## src/rtl/m20k_dp_arbiter.sv

```systemverilog
// m20k_dp_arbiter: round-robin two-port arbiter for a shared dual-port M20K bank
module m20k_dp_arbiter #(
  parameter int NREQ = 4,
  parameter int AW   = 10,
  parameter int DW   = 16,
  parameter int PTRW = 2
) (
  input  logic               CLK,
  input  logic               RSTN,
  input  logic [NREQ-1:0]    req,
  input  logic [NREQ-1:0]    we,
  input  logic [NREQ*AW-1:0] addr,
  input  logic [NREQ*DW-1:0] wdata,
  input  logic [NREQ*DW-1:0] wmask,
  output logic [NREQ-1:0]    gnt,
  output logic [NREQ-1:0]    rvalid,
  output logic [NREQ*DW-1:0] rdata,
  output logic [AW-1:0]      A0,
  output logic [AW-1:0]      A1,
  output logic [DW-1:0]      D0,
  output logic [DW-1:0]      D1,
  output logic               CE0,
  output logic               CE1,
  output logic               WE0,
  output logic               WE1,
  output logic [DW-1:0]      WEM0,
  output logic [DW-1:0]      WEM1,
  input  logic [DW-1:0]      Q0,
  input  logic [DW-1:0]      Q1
);
  logic [PTRW-1:0] rr_ptr, i0, i1, last, nxt, t0_i, t1_i;
  logic            f0, f1, haz, g0, g1, t0_v, t1_v;
  always_comb begin
    int s;
    s  = 0;
    f0 = 1'b0;
    f1 = 1'b0;
    i0 = '0;
    i1 = '0;
    for (int k = 0; k < NREQ; k++) begin
      s = int'(rr_ptr) + k;
      if (s >= NREQ) s = s - NREQ;
      if (req[s] && !f0) begin
        f0 = 1'b1;
        i0 = PTRW'(s);
      end else if (req[s] && !f1) begin
        f1 = 1'b1;
        i1 = PTRW'(s);
      end
    end
  end
  // a same-address pair involving a write idles port 1 rather than substituting the next requester
  assign haz  = f1 && (addr[i0*AW +: AW] == addr[i1*AW +: AW]) && (we[i0] || we[i1]);
  assign g0   = f0 && RSTN;
  assign g1   = f1 && !haz && RSTN;
  assign last = g1 ? i1 : i0;
  assign nxt  = (last == PTRW'(NREQ-1)) ? '0 : last + 1'b1;
  always_comb begin
    gnt = '0;
    if (g0) gnt[i0] = 1'b1;
    if (g1) gnt[i1] = 1'b1;
  end
  assign CE0  = g0;
  assign CE1  = g1;
  assign WE0  = g0 && we[i0];
  assign WE1  = g1 && we[i1];
  assign A0   = g0 ? addr[i0*AW +: AW]  : '0;
  assign A1   = g1 ? addr[i1*AW +: AW]  : '0;
  assign D0   = g0 ? wdata[i0*DW +: DW] : '0;
  assign D1   = g1 ? wdata[i1*DW +: DW] : '0;
  assign WEM0 = g0 ? wmask[i0*DW +: DW] : '0;
  assign WEM1 = g1 ? wmask[i1*DW +: DW] : '0;
  always_ff @(posedge CLK or negedge RSTN) begin
    if (!RSTN) begin
      rr_ptr <= '0;
      t0_v   <= 1'b0;
      t1_v   <= 1'b0;
      t0_i   <= '0;
      t1_i   <= '0;
    end else begin
      if (g0) rr_ptr <= nxt;
      t0_v <= g0 && !we[i0];
      t1_v <= g1 && !we[i1];
      t0_i <= i0;
      t1_i <= i1;
    end
  end
  // tags are flops, so rvalid/rdata follow the macro's one-cycle read latency
  always_comb begin
    rvalid = '0;
    rdata  = '0;
    if (t0_v) begin
      rvalid[t0_i]          = 1'b1;
      rdata[t0_i*DW +: DW]  = Q0;
    end
    if (t1_v) begin
      rvalid[t1_i]          = 1'b1;
      rdata[t1_i*DW +: DW]  = Q1;
    end
  end
endmodule

```

## config.mk

```make
export PLATFORM = sky130hd
export DESIGN_NAME = m20k_dp_arbiter
export DESIGN_NICKNAME = d
export VERILOG_FILES = /design/src/rtl/m20k_dp_arbiter.sv
export SDC_FILE = /design/constraint.sdc
export NUM_CORES = 1
export LEC_CHECK = 0
export ABC_AREA = 1
export CORE_AREA = 2 2 144 146
export DETAILED_ROUTE_END_ITERATION = 10
export DIE_AREA = 0 0 146 148
export PLACE_DENSITY_LB_ADDON = 0.08
export SETUP_SLACK_MARGIN = 0.1
export SYNTH_ARGS = -nofsm -noshare
export SYNTH_HDL_FRONTEND = slang
export SYNTH_SLANG_ARGS = --single-unit
```

## constraint.sdc

```tcl
create_clock -name CLK -period 3.3 [get_ports CLK]
set_clock_uncertainty 0.05 [all_clocks]
set_input_delay 0.495 -clock CLK [delete_from_list [all_inputs] [get_ports CLK]]
set_output_delay 0.495 -clock CLK [all_outputs]
set_load 0.005 [all_outputs]
```

==> results.txt <==
The relative slew slack was 0.583; the maximum count of clock buffers along a single path was 2. Clock latency on the worst-skew pair, taken at its later pin, is 0.23 ns. At the worst endpoint, the required time is 2.75 ns.

The final reports fail on negative setup slack. The number of nets with antenna violations after detailed routing is 0, and the core box area is 20000 um^2. The number of slew-limit violations in the final report is 0, and the synthesized net count is 1080.

After filler insertion, the fill cell instance count of the layout stands at 2055. Synthesis inferred 8 register bits. Compared with the post-synthesis result, the final layout area differs by 135%. For this run, the number of Yosys warnings is 0. Global routing finished with a remaining overflow of 0.

Counting cells, the worst reg-to-reg path comes to 27. The starting utilization of the core area was 0.220; the count of input and output buffers was 369. The mean area per synthesized cell works out to 5.15 um^2.

The floorplan die height works out to 148 um. Routability-driven placement finished with a final weighted congestion of 0.857. The run gives 1565 as the net count reported at finish. Final critical delay including setup and external delays: 3.94 ns.

After the first detailed-routing iteration, the DRC count stood at 433. The residual DRC count was 0; the achievable frequency was 0.254 GHz. The share of final-layout standard cells stronger than drive strength 1 is 0.324. The tools report the number of antenna violations at the first check in global routing as 3.

After synthesis, the netlist uses 30 different library cells. The first global-routing pass estimated 44.4 mm of wire. Setup violations remaining at the end of the flow were counted as 80. The vias per cell is 5.11.

For this design, the CTS-stage hold fixing added 0 buffers. The destination of the worst register-to-register timing path is rr_ptr[1]. The number of top-level design ports is 370. The HPWL reported at the end of detailed placement was 20.8 mm.

Setup repair after global routing could not meet its margin everywhere. Along the worst path, the maximum fanout reaches 6. The number of buffers created by CTS came out at 3. The run gives 0.256 as the aggregate global-route resource usage. The clock-pin transition on the worst setup and hold timing paths came out at 0.04 ns.

The area of the die came out at 21600 um^2. The area of the multi-input gates is 4350 um^2, and the clock net sink count is 8. The logs give 7952 for the number of global-route vias before repair and 34 for the largest net degree at the start of global routing. Measured along the x axis, the die boundary spans 146 um. STA classifies the critical path endpoint as an output pin. At the worst endpoint, the arrival time is 3.39 ns. The pin slew with the least headroom to its limit was 0.623 ns. Leaving out fill and tap cells, the most frequent cells in the layout are sky130_fd_sc_hd__clkdlybuf4s50_1 (276), sky130_fd_sc_hd__nand2_1 (225), sky130_fd_sc_hd__o22ai_1 (153). In this run the critical register-to-register path is launched from rr_ptr[0]. Share of flip-flops with an asynchronous set or reset: 1.00. The run gives -0.636 ns as the slack of the critical path. For the final hold violation count, the log shows 0.

The flow ran to the end, but the final reports show violations. The share of the yosys chip area belonging to registers came out at 0.0454. Final cycle utilization of the critical path: 1.19. TritonCTS built the clock tree. Leaving out fill and tap cells, the most frequent cell in the layout is sky130_fd_sc_hd__clkdlybuf4s50_1. Netlist area before placement: 4410 um^2.

The type of the worst setup path was flip-flop to output pin. The synthesized netlist cell count was 857; the total number of vias was 8235. The worst setup path is launched from a flip-flop.

The summed negative setup slack over all endpoints was -28.69 ns; the final routed wire length divided by cell count was 19.0 um. The tools report the library cell used as clock root buffer as sky130_fd_sc_hd__clkbuf_16. The first detailed-routing pass took 5 iterations. The total wire length was 30.6 mm. Across all register-to-register paths, the minimum setup slack is -0.09 ns. Row generation in the floorplan step produced 52 rows.

The combined flip-flop and latch cell area was 203 um^2. The number of H-tree levels was 1. The count of max-cap constraint violations is 0, and the number of enable-type register cells in the synthesized netlist is 0.

Among all flip-flop cells after synthesis, the most frequent one is sky130_fd_sc_hd__dfrtp_1. The min-delay analysis places its worst path in the category input port to asynchronous set/reset pin.
-- worst max-delay path by stage --
stage | startpoint | end | depth (start not counted)
after floorplan | rr_ptr[0] | A1[0] | 25
after global placement | req[1] | WEM1[11] | 25
after detailed placement | req[0] | WEM1[11] | 24
after CTS | rr_ptr[0] | A1[7] | 27
after global routing | rr_ptr[0] | WEM1[14] | 23
final | rr_ptr[0] | WEM1[14] | 24
-- worst max-delay path: stages (launching register included) --
cell	delay [ns]
sky130_fd_sc_hd__dfrtp_2	0.46
sky130_fd_sc_hd__buf_6	0.15
sky130_fd_sc_hd__nand2_4	0.06
sky130_fd_sc_hd__nand2_2	0.05
sky130_fd_sc_hd__nand2_2	0.08
sky130_fd_sc_hd__nand2_4	0.08
sky130_fd_sc_hd__nor2_4	0.23
sky130_fd_sc_hd__nand3_2	0.15
sky130_fd_sc_hd__buf_6	0.13
sky130_fd_sc_hd__buf_4	0.11
sky130_fd_sc_hd__buf_4	0.12
sky130_fd_sc_hd__buf_4	0.12
sky130_fd_sc_hd__buf_4	0.12
sky130_fd_sc_hd__buf_4	0.12
sky130_fd_sc_hd__buf_4	0.12
sky130_fd_sc_hd__buf_4	0.12
sky130_fd_sc_hd__buf_4	0.12
sky130_fd_sc_hd__nand2_1	0.06
sky130_fd_sc_hd__a21oi_2	0.04
sky130_fd_sc_hd__buf_6	0.13
sky130_fd_sc_hd__nand2_8	0.12
sky130_fd_sc_hd__buf_6	0.13
sky130_fd_sc_hd__clkbuf_16	0.15
sky130_fd_sc_hd__nor3_2	0.03
sky130_fd_sc_hd__buf_2	0.14
-- cell type report --
type / count / share of cell area
Clock buffer: 3 / 0.00724
Sequential cell: 8 / 0.0195
Inverter: 75 / 0.0286
Antenna cell: 3 / 0.000724
Timing Repair inverter: 1 / 0.000362
Tap cell: 270 / 0.0326
Timing Repair Buffer: 539 / 0.491
Multi-Input combinational cell: 714 / 0.420
-- cell usage after synthesis, types with 4 or more instances --
master	number	area [um^2]
sky130_fd_sc_hd__nand2_1	263	987
sky130_fd_sc_hd__nand3b_1	4	30.0
sky130_fd_sc_hd__nor2_2	12	75.1
sky130_fd_sc_hd__nand2_4	6	67.6
sky130_fd_sc_hd__dfrtp_1	8	200
sky130_fd_sc_hd__buf_2	10	50.1
sky130_fd_sc_hd__nor2_1	68	255
sky130_fd_sc_hd__a21oi_1	7	35.0
sky130_fd_sc_hd__ha_1	13	163
sky130_fd_sc_hd__o22ai_1	164	1030
sky130_fd_sc_hd__nand4_1	7	43.8
sky130_fd_sc_hd__o21ai_1	8	40.0
sky130_fd_sc_hd__inv_1	66	248
sky130_fd_sc_hd__clkbuf_1	39	146
sky130_fd_sc_hd__o221ai_1	7	61.3
sky130_fd_sc_hd__nand3_1	39	195
sky130_fd_sc_hd__buf_6	7	78.8
sky130_fd_sc_hd__o21ai_0	34	170
sky130_fd_sc_hd__nor3_1	58	290
sky130_fd_sc_hd__inv_2	7	26.3
sky130_fd_sc_hd__nand2_2	13	81.3
-- stage by stage --
step	hold slack, ns	area (um^2)	setup WS (ns)	cells	util
after floorplan	0.149	4410	0.154	857	-
final	0.577	10400	-0.636	1613	0.518
after global routing	0.580	10400	-0.788	1613	0.518
after CTS	0.573	9700	-0.580	1582	0.484
after global placement	0.614	8970	-1.15	1535	0.448
after detailed placement	0.627	8970	-1.08	1535	0.448
-- logic make-up after synthesis --
| family | share of synthesized area |
|---|---|
| AND/OR/NAND/NOR | 0.473 |
| AO/OA/AOI/OAI | 0.311 |
| adder cells (fa/ha/maj) | 0.0368 |
| flip-flops | 0.0454 |
| buffers and inverters | 0.134 |
-- registers in the layout (all words and copies together) (netlist names) --
signal	flops
t0_v	1
t1_v	1
rr_ptr	2
t1_i	2
t0_i	2
-- metal layers --
metal  wire length [um]  GRT usage  up-vias
li1                   -          -     3977
met1              12100      0.307     3843
met2              15200      0.456      359
met3               2400     0.0571       56
met4                997     0.0767        0
met5                  0          0        -
-- repair_timing --
action                                  4_1_cts  5_1_grt
endpoints found under the setup margin       95      103
endpoints found under the hold margin         0        0
pin swaps                                    31       54
gates resized for setup                     309      256
buffers inserted                             37       23
cloned                                        7        6
Power is left out: the tool's default activity adds up to more than one toggle a clock period on the data nets, which glitch-free logic cannot reach.
